==> src/rtl/bg_fetch_sched.sv <==
// bg_fetch_sched: background-graphic SDRAM scheduler (clk_sys domain).
// Shares one SDRAM channel between the HPS download writer (bytes packed
// into 16-bit writes) and a small 32-bit prefetch FIFO that feeds one RGBA
// word per visible pixel. One transaction is outstanding at a time and
// writes always win.
// Optional feature macro: BG_UNDERRUN_CNT_EN (FIFO underrun counter).
module bg_fetch_sched #(
  parameter int FIFO_AW   = 3,
  parameter int LOW_WATER = 4
) (
  input  logic        clk,
  input  logic        reset,
  input  logic        dl_active,
  input  logic        dl_wr,
  input  logic [24:0] dl_addr,
  input  logic [7:0]  dl_data,
  input  logic        sdram_ok,
  input  logic        ce_pix,
  input  logic        de,
  input  logic        vs,
  output logic [23:0] ch_addr,
  output logic [15:0] ch_din,
  output logic        ch_req,
  output logic        ch_rnw,
  input  logic [31:0] ch_dout,
  input  logic        ch_ack,
  output logic [31:0] bg_rgba,
  output logic        bg_en,
  output logic        dl_ovf,
  output logic [15:0] underrun_cnt
);

  localparam int DEPTH = 1 << FIFO_AW;
  localparam logic [FIFO_AW-1:0] PTR_ONE  = {{(FIFO_AW-1){1'b0}}, 1'b1};
  localparam logic [FIFO_AW:0]   CNT_ONE  = {{FIFO_AW{1'b0}}, 1'b1};
  localparam logic [FIFO_AW:0]   CNT_ZERO = {(FIFO_AW+1){1'b0}};
  localparam logic [FIFO_AW+1:0] GATE_ONE = {{(FIFO_AW+1){1'b0}}, 1'b1};
  localparam logic [FIFO_AW+1:0] LOW_WATER_C = (FIFO_AW+2)'(LOW_WATER);

  typedef enum logic [1:0] {
    IDLE    = 2'd0,
    WR_WAIT = 2'd1,
    RD_WAIT = 2'd2
  } state_t;

  // Edge detect and enable state
  logic        dl_active_q;
  logic        vs_q;
  logic        bg_en_q;

  // Download byte packing
  logic [7:0]  lo_byte_q;
  logic        wr_pend_q;
  logic [23:0] wr_addr_q;
  logic [15:0] wr_data_q;
  logic        dl_ovf_q;

  // Channel scheduler
  state_t      state_q;
  logic        ch_req_q;
  logic        ch_rnw_q;
  logic [23:0] ch_addr_q;
  logic [15:0] ch_din_q;
  logic [23:0] rd_addr_q;
  logic        epoch_q;
  logic        rd_epoch_q;

  // Prefetch FIFO
  logic [31:0]        fifo_mem [DEPTH];
  logic [FIFO_AW-1:0] fifo_wp_q, fifo_wp_d;
  logic [FIFO_AW-1:0] fifo_rp_q, fifo_rp_d;
  logic [FIFO_AW:0]   fifo_cnt_q, fifo_cnt_d;

  logic [31:0] bg_rgba_q;

  // Decoded events
  logic vs_rise_s;
  logic flush_s;
  logic pair_done_s;
  logic wr_done_s;
  logic rd_done_s;
  logic rd_fresh_s;
  logic push_s;
  logic fifo_empty_s;
  logic pop_req_s;
  logic pop_s;
  logic underrun_s;
  logic rd_gate_s;

  assign vs_rise_s    = vs & ~vs_q;
  // Frame restart and an active download both empty the prefetch FIFO.
  assign flush_s      = vs_rise_s | dl_active;
  assign pair_done_s  = dl_wr & dl_addr[0];
  assign wr_done_s    = (state_q == WR_WAIT) & ch_ack;
  assign rd_done_s    = (state_q == RD_WAIT) & ch_ack;
  // A read issued before the latest frame restart belongs to a stale epoch.
  assign rd_fresh_s   = rd_done_s & (rd_epoch_q == epoch_q);
  assign push_s       = rd_fresh_s & ~flush_s;
  assign fifo_empty_s = (fifo_cnt_q == CNT_ZERO);
  assign pop_req_s    = ce_pix & de & bg_en_q & ~dl_active;
  assign pop_s        = pop_req_s & ~fifo_empty_s;
  assign underrun_s   = pop_req_s & fifo_empty_s;
  // The +1 reserves room for the read about to be issued, so a push can
  // never land in a full FIFO.
  assign rd_gate_s    = bg_en_q & ~dl_active &
                        (({1'b0, fifo_cnt_q} + GATE_ONE) < LOW_WATER_C);

  // Track dl_active/vs history and latch bg_en at the end of a download.
  always_ff @(posedge clk or posedge reset) begin
    if (reset) begin
      dl_active_q <= 1'b0;
      vs_q        <= 1'b0;
      bg_en_q     <= 1'b0;
    end else begin
      dl_active_q <= dl_active;
      vs_q        <= vs;
      if (dl_active_q && !dl_active && sdram_ok) begin
        bg_en_q <= 1'b1;
      end
    end
  end

  // Pack download bytes into 16-bit writes; a pair arriving while the
  // previous write is still pending is dropped and flagged.
  always_ff @(posedge clk or posedge reset) begin
    if (reset) begin
      lo_byte_q <= 8'h00;
      wr_pend_q <= 1'b0;
      wr_addr_q <= 24'h000000;
      wr_data_q <= 16'h0000;
      dl_ovf_q  <= 1'b0;
    end else begin
      if (dl_wr && !dl_addr[0]) begin
        lo_byte_q <= dl_data;
      end
      if (pair_done_s && !wr_pend_q) begin
        wr_pend_q <= 1'b1;
        wr_addr_q <= dl_addr[24:1];
        wr_data_q <= {dl_data, lo_byte_q};
      end else if (wr_done_s) begin
        wr_pend_q <= 1'b0;
      end
      if (pair_done_s && wr_pend_q) begin
        dl_ovf_q <= 1'b1;
      end
    end
  end

  // Channel scheduler: issue one registered request from IDLE, wait for its
  // ack; also owns the read address and the frame epoch.
  always_ff @(posedge clk or posedge reset) begin
    if (reset) begin
      state_q    <= IDLE;
      ch_req_q   <= 1'b0;
      ch_rnw_q   <= 1'b0;
      ch_addr_q  <= 24'h000000;
      ch_din_q   <= 16'h0000;
      rd_addr_q  <= 24'h000000;
      epoch_q    <= 1'b0;
      rd_epoch_q <= 1'b0;
    end else begin
      ch_req_q <= 1'b0;
      case (state_q)
        IDLE: begin
          if (wr_pend_q) begin
            ch_req_q  <= 1'b1;
            ch_rnw_q  <= 1'b0;
            ch_addr_q <= wr_addr_q;
            ch_din_q  <= wr_data_q;
            state_q   <= WR_WAIT;
          end else if (rd_gate_s) begin
            ch_req_q   <= 1'b1;
            ch_rnw_q   <= 1'b1;
            ch_addr_q  <= rd_addr_q;
            rd_epoch_q <= epoch_q;
            state_q    <= RD_WAIT;
          end else begin
            state_q <= IDLE;
          end
        end
        WR_WAIT: begin
          if (ch_ack) begin
            state_q <= IDLE;
          end else begin
            state_q <= WR_WAIT;
          end
        end
        RD_WAIT: begin
          if (ch_ack) begin
            state_q <= IDLE;
          end else begin
            state_q <= RD_WAIT;
          end
        end
        default: begin
          state_q <= IDLE;
        end
      endcase
      // Stale reads do not advance the address so a restarted frame
      // always begins at word 0.
      if (vs_rise_s) begin
        rd_addr_q <= 24'h000000;
        epoch_q   <= ~epoch_q;
      end else if (rd_fresh_s) begin
        rd_addr_q <= rd_addr_q + 24'd2;
      end
    end
  end

  // FIFO pointer/count next state; flush overrides push and pop.
  always_comb begin
    fifo_wp_d  = fifo_wp_q;
    fifo_rp_d  = fifo_rp_q;
    fifo_cnt_d = fifo_cnt_q;
    if (flush_s) begin
      fifo_wp_d  = {FIFO_AW{1'b0}};
      fifo_rp_d  = {FIFO_AW{1'b0}};
      fifo_cnt_d = CNT_ZERO;
    end else begin
      if (push_s) begin
        fifo_wp_d = fifo_wp_q + PTR_ONE;
      end else begin
        fifo_wp_d = fifo_wp_q;
      end
      if (pop_s) begin
        fifo_rp_d = fifo_rp_q + PTR_ONE;
      end else begin
        fifo_rp_d = fifo_rp_q;
      end
      case ({push_s, pop_s})
        2'b10:   fifo_cnt_d = fifo_cnt_q + CNT_ONE;
        2'b01:   fifo_cnt_d = fifo_cnt_q - CNT_ONE;
        default: fifo_cnt_d = fifo_cnt_q;
      endcase
    end
  end

  // FIFO pointer/count registers.
  always_ff @(posedge clk or posedge reset) begin
    if (reset) begin
      fifo_wp_q  <= {FIFO_AW{1'b0}};
      fifo_rp_q  <= {FIFO_AW{1'b0}};
      fifo_cnt_q <= CNT_ZERO;
    end else begin
      fifo_wp_q  <= fifo_wp_d;
      fifo_rp_q  <= fifo_rp_d;
      fifo_cnt_q <= fifo_cnt_d;
    end
  end

  // FIFO storage; contents are only meaningful below the count.
  always_ff @(posedge clk) begin
    if (push_s) begin
      fifo_mem[fifo_wp_q] <= ch_dout;
    end
  end

  // Pixel output: popped word, transparent on underrun or when disabled.
  always_ff @(posedge clk or posedge reset) begin
    if (reset) begin
      bg_rgba_q <= 32'h00000000;
    end else if (!bg_en_q || dl_active) begin
      bg_rgba_q <= 32'h00000000;
    end else if (pop_s) begin
      bg_rgba_q <= fifo_mem[fifo_rp_q];
    end else if (underrun_s) begin
      bg_rgba_q <= 32'h00000000;
    end
  end

`ifdef BG_UNDERRUN_CNT_EN
  logic [15:0] underrun_q;

  // Saturating per-frame count of pops that found the FIFO empty.
  always_ff @(posedge clk or posedge reset) begin
    if (reset) begin
      underrun_q <= 16'h0000;
    end else if (vs_rise_s) begin
      underrun_q <= 16'h0000;
    end else if (underrun_s && (underrun_q != 16'hFFFF)) begin
      underrun_q <= underrun_q + 16'd1;
    end
  end

  assign underrun_cnt = underrun_q;
`else
  assign underrun_cnt = 16'h0000;
`endif

  assign ch_addr = ch_addr_q;
  assign ch_din  = ch_din_q;
  assign ch_req  = ch_req_q;
  assign ch_rnw  = ch_rnw_q;
  assign bg_rgba = bg_rgba_q;
  assign bg_en   = bg_en_q;
  assign dl_ovf  = dl_ovf_q;

endmodule

==> config.mk <==
export PLATFORM = sky130hd
export DESIGN_NAME = bg_fetch_sched
export DESIGN_NICKNAME = d
export VERILOG_FILES = /design/src/rtl/bg_fetch_sched.sv
export SDC_FILE = /design/constraint.sdc
export NUM_CORES = 1
export LEC_CHECK = 0
export ABC_AREA = 1
export BUFFER_PORTS_ARGS = -buffer_cell sky130_fd_sc_hd__buf_4
export CORE_ASPECT_RATIO = 0.6
export CORE_MARGIN = 1.5
export CORE_UTILIZATION = 53
export DETAILED_ROUTE_END_ITERATION = 10
export GPL_TIMING_DRIVEN = 0
export PLACE_DENSITY_LB_ADDON = 0.1
export SYNTH_ARGS = -nofsm -noshare
export SYNTH_HDL_FRONTEND = slang
export SYNTH_SLANG_ARGS = --single-unit
==> constraint.sdc <==
create_clock -name clk -period 4.85 [get_ports clk]
set_input_delay 0.485 -clock clk [delete_from_list [all_inputs] [get_ports clk]]
set_output_delay 0.485 -clock clk [all_outputs]
set_load 0.1 [all_outputs]
Yosys cells after proc, flatten, opt, wreduce, memory -nomap -nowiden

Memory sizes are Yosys's and may differ from the RTL's.
Index checks and enable logic that the tools add are counted.
W data, S select, Z words.

Add/sub/neg operators: 6
Magnitude comparators: 1
Equal/unequal tests: 5
Muxes and demuxes: 27
Bitwise operators: 20
Reduce and logical (&&, ||, !) cells: 22

Operator list:

| kind                    | number |
|---|---|
| $mux W24                | 4 |
| $mux W32                | 3 |
| $add A24 B2 Y24 const B | 1 |
| $and A1 B1 Y1           | 13 |
| $mux W3                 | 4 |
| $mux W1                 | 10 |
| $reduce_bool A2 Y1      | 5 |
| $pmux W4 S2             | 1 |
| $add A3 B1 Y3 const B   | 2 |
| $mux W2                 | 3 |
| $not A1 Y1              | 6 |
| $pmux W2 S3             | 1 |
| $reduce_bool A3 Y1      | 2 |
| $add A4 B1 Y5 const B   | 1 |
| $logic_and A1 B1 Y1     | 5 |
| $lt A5 B3 Y1 const B    | 1 |
| $add A4 B1 Y4 const B   | 1 |
| $eq A2 B1 Y1 const B    | 2 |
| $eq A2 B2 Y1 const B    | 2 |
| $logic_not A1 Y1        | 4 |
| $logic_not A4 Y1        | 1 |
| $mux W4                 | 1 |
| $reduce_and A2 Y1       | 2 |
| $sub A4 B1 Y4 const B   | 1 |
| other kinds (5)         | 5 |

Register bits after elaboration: 165
Bits in writable memories: 256
Output and inout bits: 92
Memories: 1

Memory list:

| memory   | depth | width | read ports | clocked after Yosys merged registers in | write ports | RTL line | source |
|---|---|---|---|---|---|---|---|
| fifo_mem | 8     | 32    | 1          | 0                                       | 1           | 69       | `logic [31:0] fifo_mem [DEPTH];` |

Longest topological paths before layout

Gate-level depths: netlist of run 1.

Depth in word-level cells: 8
Mapped depth: 14
Mapped depth without buffers: 14

Worst setup path before layout of run 1

OpenSTA, ideal clock, no wires.

Path type: input -> register
Start point: in vs
End point: mem fifo_mem[4][0] (enable)
Setup time: 0.461 ns
Arrival time: 3.279 ns
Data required time: 4.389 ns
Slack: 1.110 ns
Cell stages on the path: 5
Path through: a21oi_4 -> nand3_2 -> inv_2 -> nand2_1 -> nor3_1

Longest elaborated chain between the ends: 6

Ends and longest elaborated chain:

| element                       | RTL line | source |
|---|---|---|
| from (decl)                   | 20       | `input logic vs,` |
| $and A1 B1 Y1                 | 90       | `assign vs_rise_s = vs & ~vs_q;` |
| $or A1 B1 Y1                  | 92       | `assign flush_s = vs_rise_s \| dl_active;` |
| $not A1 Y1                    | 98       | `assign push_s = rd_fresh_s & ~flush_s;` |
| $and A1 B1 Y1                 | 98       |  |
| $mux W1                       | 253      | `if (push_s) begin` |
| $mux W1 (not written as such) | 254      | `fifo_mem[fifo_wp_q] <= ch_dout;` |
| to (decl)                     | 69       |  |

Every way passes these cells.

Worst setup path after layout of run 1

Start point: reg vs_q
End point: mem fifo_mem[3][22] (enable)

Longest elaborated chain between the ends: 7

Ends and longest elaborated chain:

| element                       | RTL line | source |
|---|---|---|
| from (decl)                   | 48       | `logic vs_q;` |
| from (signal assigned)        | 116      | `vs_q <= vs;` |
| $not A1 Y1                    | 90       |  |
| $and A1 B1 Y1                 | 90       |  |
| $or A1 B1 Y1                  | 92       |  |
| $not A1 Y1                    | 98       |  |
| $and A1 B1 Y1                 | 98       |  |
| $mux W1                       | 253      |  |
| $mux W1 (not written as such) | 254      |  |

Every way passes these cells.

==> key figures, run 1 <==
Outcome
  – Status: finished, violations left
  – Failing checks: DRC

Synthesis
  – Cell taking the most area after synthesis: edfxtp_1
  – Library cells used by synthesis: 38
  – Area contributors post-synth: edfxtp_1, dfrtp_1, o21ai_0
  – Cells after Synth: 1448
  – Seq/Total Area, Yosys: 0.693
  – Post-synthesis cell area: 17000 sq um
  – Synth warnings: 0
  – Top FF cell, synth: edfxtp_1
  – Yosys top cell area share: 0.452
  – Post-synth EDFFs: 256
  – Dominant cell by count in the synthesized netlist: edfxtp_1
  – Async SR Flop Fraction: 0.390
  – Most frequent cells after synthesis: edfxtp_1, nand2_1, nor2_1, o21ai_0, dfrtp_1
  – Syn avg cell area: 11.8 sq um
  – Synth Register Bits: between 400 and 500

Die
  – Core box area: 31400 sq um
  – Site Rows: 50
  – Die Height: 142 um
  – Initial Util: 0.542
  – I/O Pins: 166
  – Die width: about 230 um
  – Die ar.: 33200 sq um

Clock network
  – CTS sink count: 420
  – Hold_buf cts: 0
  – Max clock buf depth: 3
  – Clock insertion delay at the later pin of the skew report: 530 ps
  – Root buffer cell: clkbuf_16
  – Count of cells resized by post-cts repair: 0
  – CTS Buf Count: 39
  – CTS tree: built
  – Clock slew at reported path FFs: 70 ps
  – Htree depth: 2
  – Post-CTS setup buffer count: 0

Timing
  – Rel. slew slack: 0.284
  – Final setup TNS: 0 ps
  – Setup Skew: roughly 18 ps
  – Final setup viols: 0
  – Crit share post-route: 0.546
  – RSZ-0062 raised after global routing: false
  – Crit path time final: 2650 ps
  – Worst-margin pin slew: 1070 ps
  – Fmax: 378 MHz
  – Slew Limit Fails: 0
  – Final Hold Fails: 0

GRT
  – Initial antenna violation count: 0
  – Number of global-route vias before repair: 11600
  – Global-route wire length before repair: 67000 um
  – Largest net degree at the start of global routing: 40
  – Total GRT Usage: 0.267
  – Global route overflow: 0

Drt
  – Via count: 11900
  – Pre-antenna DRT Iters: 10
  – Mean number of vias per cell: 5.63
  – DRT iter0 DRCs: approximately 1300
  – Final wirelength: between 40000 and 50000 um
  – Avg WL per Cell: approximately 20 um
  – Drc violations: 4
  – Antenna-violating nets left: 0

Final layout
  – Fin cells: 2118
  – Multi-input gate area: 4540 sq um
  – Ratio of cells with drive above 1 in the final layout: 0.218
  – Area grow syn2layout: 20.0%
  – Fillers: approximately 2400
  – Final Util: 0.650
  – NumNets Final: roughly 1800
  – Register Area: 11800 sq um
  – Antenna Cells: 0

Power and ir drop
  – Internal: a little under 7 mW
  – Peak supply drop: 0.428 mV
  – Sequential power share: 0.412
  – Clock power share: 0.298
  – Sw Share: 0.361
  – P_sw: 3.92 mW
  – Lkg Pwr: 8.19 nW
  – Logic pwr share: 0.290
  – Power density cells: 531 nW/um^2

Worst setup path
  – CP required: 5070 ps
  – Critical Path Source Type: flip-flop
  – R2R Setup Slk: 2200 ps
  – Crit end category: flip-flop
  – CP Max Fanout: 9
  – Crit Path Category: flip-flop to flip-flop
  – CP arrival: 2870 ps

Job
  – Max cap viols: 0

Place
  – I/O Buffers: around 150
  – GPL Wtd Cong: just over 0.9
  – Post-DP HPWL: 30100 um
  – Placed cells: 2049

Min path
  – Worst min path class: input port to async pin
## power groups by stage
stage	clock network [mW]	logic [mW]	registers, mW
finish	3.23	3.15	4.46
detailed placement	0	3.16	4.53
floorplan	0	1.04	5.86
CTS	3.27	3.16	4.46
global route	3.41	3.35	4.51
global placement	0	3.09	4.53
## final cells by class
cell class,count,area share
sequential,420,0.577
multi-input combinational,877,0.222
timing repair buffer,170,0.0701
clock buffer,50,0.0538
buffer,96,0.0260
tap,416,0.0255
inverter,70,0.0132
clock inverter,19,0.0119
## worst paths after layout
check	from	endpoint	depth (start not counted)
setup / recovery	vs_q$_DFF_PP0_	fifo_mem[3][22]$_DFFE_PP_	7
hold / removal	reset	bg_rgba[0]$_DFFE_PP0P_	2
setup reg to reg	vs_q$_DFF_PP0_	fifo_mem[3][22]$_DFFE_PP_	7
hold reg to reg	dl_ovf$_DFFE_PP0P_	dl_ovf$_DFFE_PP0P_	1
max in group asynchronous	reset	ch_addr[14]$_DFFE_PP0P_	6
min in group clk	vs	vs_q$_DFF_PP0_	1
## routing by layer
metal	track usage	share of wire	wire (um)	vias to the layer above
li1	-	-	-	5548
met1	0.433	0.48	20700	5829
met2	0.379	0.43	18600	481
met3	0.0460	0.081	3500	57
met4	0.0493	0.014	622	0
met5	0	0	0	-
## through the flow
step                      worst slack [ps]  hold slack (ps)  total power [mW]  area [sq um]
after floorplan                       1110              446              6.90         17100
after global placement               -1570              456              7.62         18700
after detailed placement              1950              457              7.69         19100
after CTS                             2200             15.8              10.9         20400
after global routing                  2050             35.1              11.3         20400
final                                 2200             3.94              10.8         20400
## cell usage in the layout (no fill, tap or decap), types with 17 or more instances in the layout
cell type	synthesis	routed
edfxtp_1	256	256
nand2_1	209	209
nor2_1	195	191
o21ai_0	174	174
buf_4	23	172
dfrtp_1	164	164
o221ai_1	64	64
nand3_1	62	62
inv_1	57	56
clkbuf_16	0	40
clkbuf_1	35	39
a21oi_1	32	32
mux2_2	30	30
buf_2	29	29
o21ai_1	23	23
buf_6	6	17
## flip-flops by register name, summed over array words and instances, names as in the netlist, 3 cells and up
name,cells
rd_addr_q,23
wr_data_q,16
fifo_wp_q,3
wr_addr_q,24
ch_addr,24
fifo_mem,256
bg_rgba,32
ch_din,16
lo_byte_q,8
fifo_cnt_q,4
fifo_rp_q,3
## critical path, stage by stage, from the launching register on
cell and delay (ps):
dfrtp_1 330, inv_1 70, a21oi_4 280, nand3_2 220, inv_2 120, nand2_1 190
nor3_2 860, buf_6 280
## logic make-up (layout without fill, tap and decap cells)
group                      after synthesis  in the layout  synth area share
xor gates and xnor gates                 3              3           0.00154
AOI/OAI and AO/OA                      313            313             0.110
muxes                                   32             32            0.0212
buffers and inverters                  166            405            0.0468
DFF                                    420            420             0.693
and+or+nand+nor                        509            509             0.124
adders and majority gates                4              4           0.00294
other                                    1             16          0.000220
Power figures use the tool's default switching activity.
==> run 2, diff against run 1 <==
==> constraint.sdc (replaced) <==
create_clock -name clk -period 2.2 [get_ports clk]
set_input_delay 0.22 -clock clk [delete_from_list [all_inputs] [get_ports clk]]
set_output_delay 0.22 -clock clk [all_outputs]
set_load 0.1 [all_outputs]
==> key figures, run 2 (synthesized netlist as in run 1, its figures left out) <==
Drt
  – Mean number of vias per cell: 5.66 (+0.61%)
  – Pre-antenna DRT Iters: 7 (-3)
  – Antenna-violating nets left: 0 (unchanged)
  – Final wirelength: 45500 um (+4.9%)
  – DRT iter0 DRCs: 1387 (+4.3%)
  – Via count: 12400 (+4.3%)
  – Drc violations: 0 (-4)
  – Avg WL per Cell: 20.7 um (+1.2%)

Clock network
  – Max clock buf depth: 3 (unchanged)
  – CTS Buf Count: 39 (unchanged)
  – CTS sink count: 420 (unchanged)
  – Htree depth: 2 (unchanged)
  – Root buffer cell: clkbuf_16
  – CTS tree: built
  – Clock insertion delay at the later pin of the skew report: 560 ps (+30 ps)
  – Clock slew at reported path FFs: 70 ps (about the same)

Place
  – Post-DP HPWL: 29400 um (-2.3%)
  – GPL Wtd Cong: 0.931 (+0.29%)
  – Placed cells: 2040 (-0.44%)
  – I/O Buffers: 149 (unchanged)

Final layout
  – Fin cells: 2195 (+3.6%)
  – Multi-input gate area: 4640 sq um (+2.3%)
  – Most common cell after layout, fill and taps aside: edfxtp_1
  – Max FFs per register: 256 (unchanged)
  – Register Area: 11800 sq um (unchanged)
  – Fillers: 2366 (-3.0%)
  – Most frequent cells in the layout: edfxtp_1, nand2_1, nor2_1
  – Area grow syn2layout: 24.1%
  – NumNets Final: 1825 (+4.2%)
  – Ratio of cells with drive above 1 in the final layout: 0.210 (-0.00751)
  – Biggest register: fifo_mem

Die
  – Initial Util: 0.542 (unchanged)
  – Core box area: 31400 sq um (unchanged)
  – Die Height: 142 um (unchanged)
  – Die width: 234 um (unchanged)
  – Site Rows: 50 (unchanged)
  – Die ar.: 33200 sq um (unchanged)
  – I/O Pins: 166 (unchanged)

GRT
  – Largest net degree at the start of global routing: 41 (+2.5%)
  – Global-route wire length before repair: 68900 um (+2.8%)
  – Total GRT Usage: 0.277 (+0.0101)
  – Initial antenna violation count: 1 (+1)
  – Global route overflow: 0 (unchanged)
  – Number of global-route vias before repair: 12000 (+3.8%)

Worst setup path
  – Crit end category: flip-flop
  – CP top delay family: simple AND/OR/NAND/NOR gates
  – CP required: 2370 ps (-2700 ps)
  – Buffers & Inverters on Critical Path: 1 (-2)
  – Reg2reg end: fifo_mem[1][21]$_DFFE_PP_
  – Reg2reg path depth: 3 (-4)
  – Critical-path cell list: inv_1 -> nand2_1 -> nor2_4
  – R2R Setup Slk: 90 ps (-2120 ps)
  – Slowest-stage cell, CP: nor2_4
  – Worst reg2reg path startpoint: fifo_wp_q[1]$_DFFE_PP0P_
  – Critical path's largest stage delay: 670 ps (-190 ps)
  – CP Max Fanout: 16 (+7)
  – Crit Path Category: flip-flop to flip-flop
  – Critical Path Source Type: flip-flop
  – CP arrival: 2280 ps (-590 ps)

Power and ir drop
  – Lkg Pwr: 8.42 nW (+2.8%)
  – Power density cells: 1110 nW/um^2 (+110%)
  – Peak supply drop: 1.26 mV (+190%)

Timing
  – Worst-margin pin slew: 787 ps (-281 ps)
  – WHS: 39.5 ps (+35.5 ps)
  – Crit share post-route: 0.961 (+0.415)
  – Final setup viols: 0 (unchanged)
  – Crit path time final: 2110 ps (-533 ps)
  – Fmax: 473 MHz (+25%)
  – Final Hold Fails: 0 (unchanged)
  – Slew Limit Fails: 0 (unchanged)
  – RSZ-0062 raised after global routing: true
  – Rel. slew slack: 0.474 (+0.190)
  – Setup Skew: 30.0 ps (+11.6 ps)

Min path
  – Hold EP: fifo_rp_q[2]$_DFFE_PP0P_
  – Hold_sp: vs
  – Hold path depth: 4
  – Worst min path class: input port to flip-flop

Outcome
  – Status: finished, final reports clean

Job
  – Max cap viols: 0 (unchanged)
-- run 2: where the power goes --
group	switching, mW	leakage, nW	internal [mW]
Sequential	0.524	4.37	9.33
Clock	2.96	0.598	3.54
Combinational	5.30	3.45	1.79
-- run 2: layout make-up --
class                      instances  share of cell area
inverter                          70              0.0130
clock buffer                      50              0.0501
antenna                            2            0.000237
buffer                            96              0.0251
tap                              416              0.0246
clock inverter                    21             0.00652
sequential                       420               0.558
multi-input combinational        881               0.220
timing repair buffer             239               0.102
-- run 2: worst max-delay path by stage --
stage	startpoint	to	slack (ps)	depth (start not counted)
floorplan	bg_en$_DFFE_PP0P_	fifo_cnt_q[2]$_DFFE_PP0P_	-180	12
global placement	reset	ch_din[9]$_DFFE_PP0P_	-1360	2
detailed placement	vs_q$_DFF_PP0_	fifo_mem[1][21]$_DFFE_PP_	-310	6
CTS	vs_q$_DFF_PP0_	fifo_mem[1][20]$_DFFE_PP_	-250	6
global route	fifo_wp_q[1]$_DFFE_PP0P_	fifo_mem[1][21]$_DFFE_PP_	-5	3
finish	fifo_wp_q[1]$_DFFE_PP0P_	fifo_mem[1][21]$_DFFE_PP_	90	3
-- run 2: worst min-delay path: cells and delay by family --
family,cells,cell delay (ps)
compound gates,2,150
buf+inv,1,110
simple gates,1,70
-- run 2: per-stage QoR --
stage	power, mW	TNS [ps]	util	worst slack [ps]	cell area, sq um
finish	23.4	0	0.672	85.8	21100
global placement	16.8	-350060	0.599	-1360	18800
floorplan	15.2	-19720	-	-176	17200
global route	24.3	-30.9	0.672	-4.88	21100
CTS	23.5	-14970	0.672	-249	21100
detailed placement	17.0	-42210	0.607	-313	19100
-- run 2: routing by layer --
| metal | global-route usage | vias up | part of all wire |
|---|---|---|---|
| li1 | - | 5699 | - |
| met1 | 0.440 | 6057 | 0.45 |
| met5 | 0 | - | 0 |
| met2 | 0.391 | 602 | 0.43 |
| met4 | 0.0660 | 0 | 0.018 |
| met3 | 0.0559 | 66 | 0.097 |
-- run 2: timing repair --
item	4_1_cts	5_1_grt
hold buffers	71	0
gates resized for setup	5	2
endpoints found under the setup margin	197	64
setup buffers	7	0
hold endpoints to repair	330	0
gates cloned	2	2
pin swaps	6	2
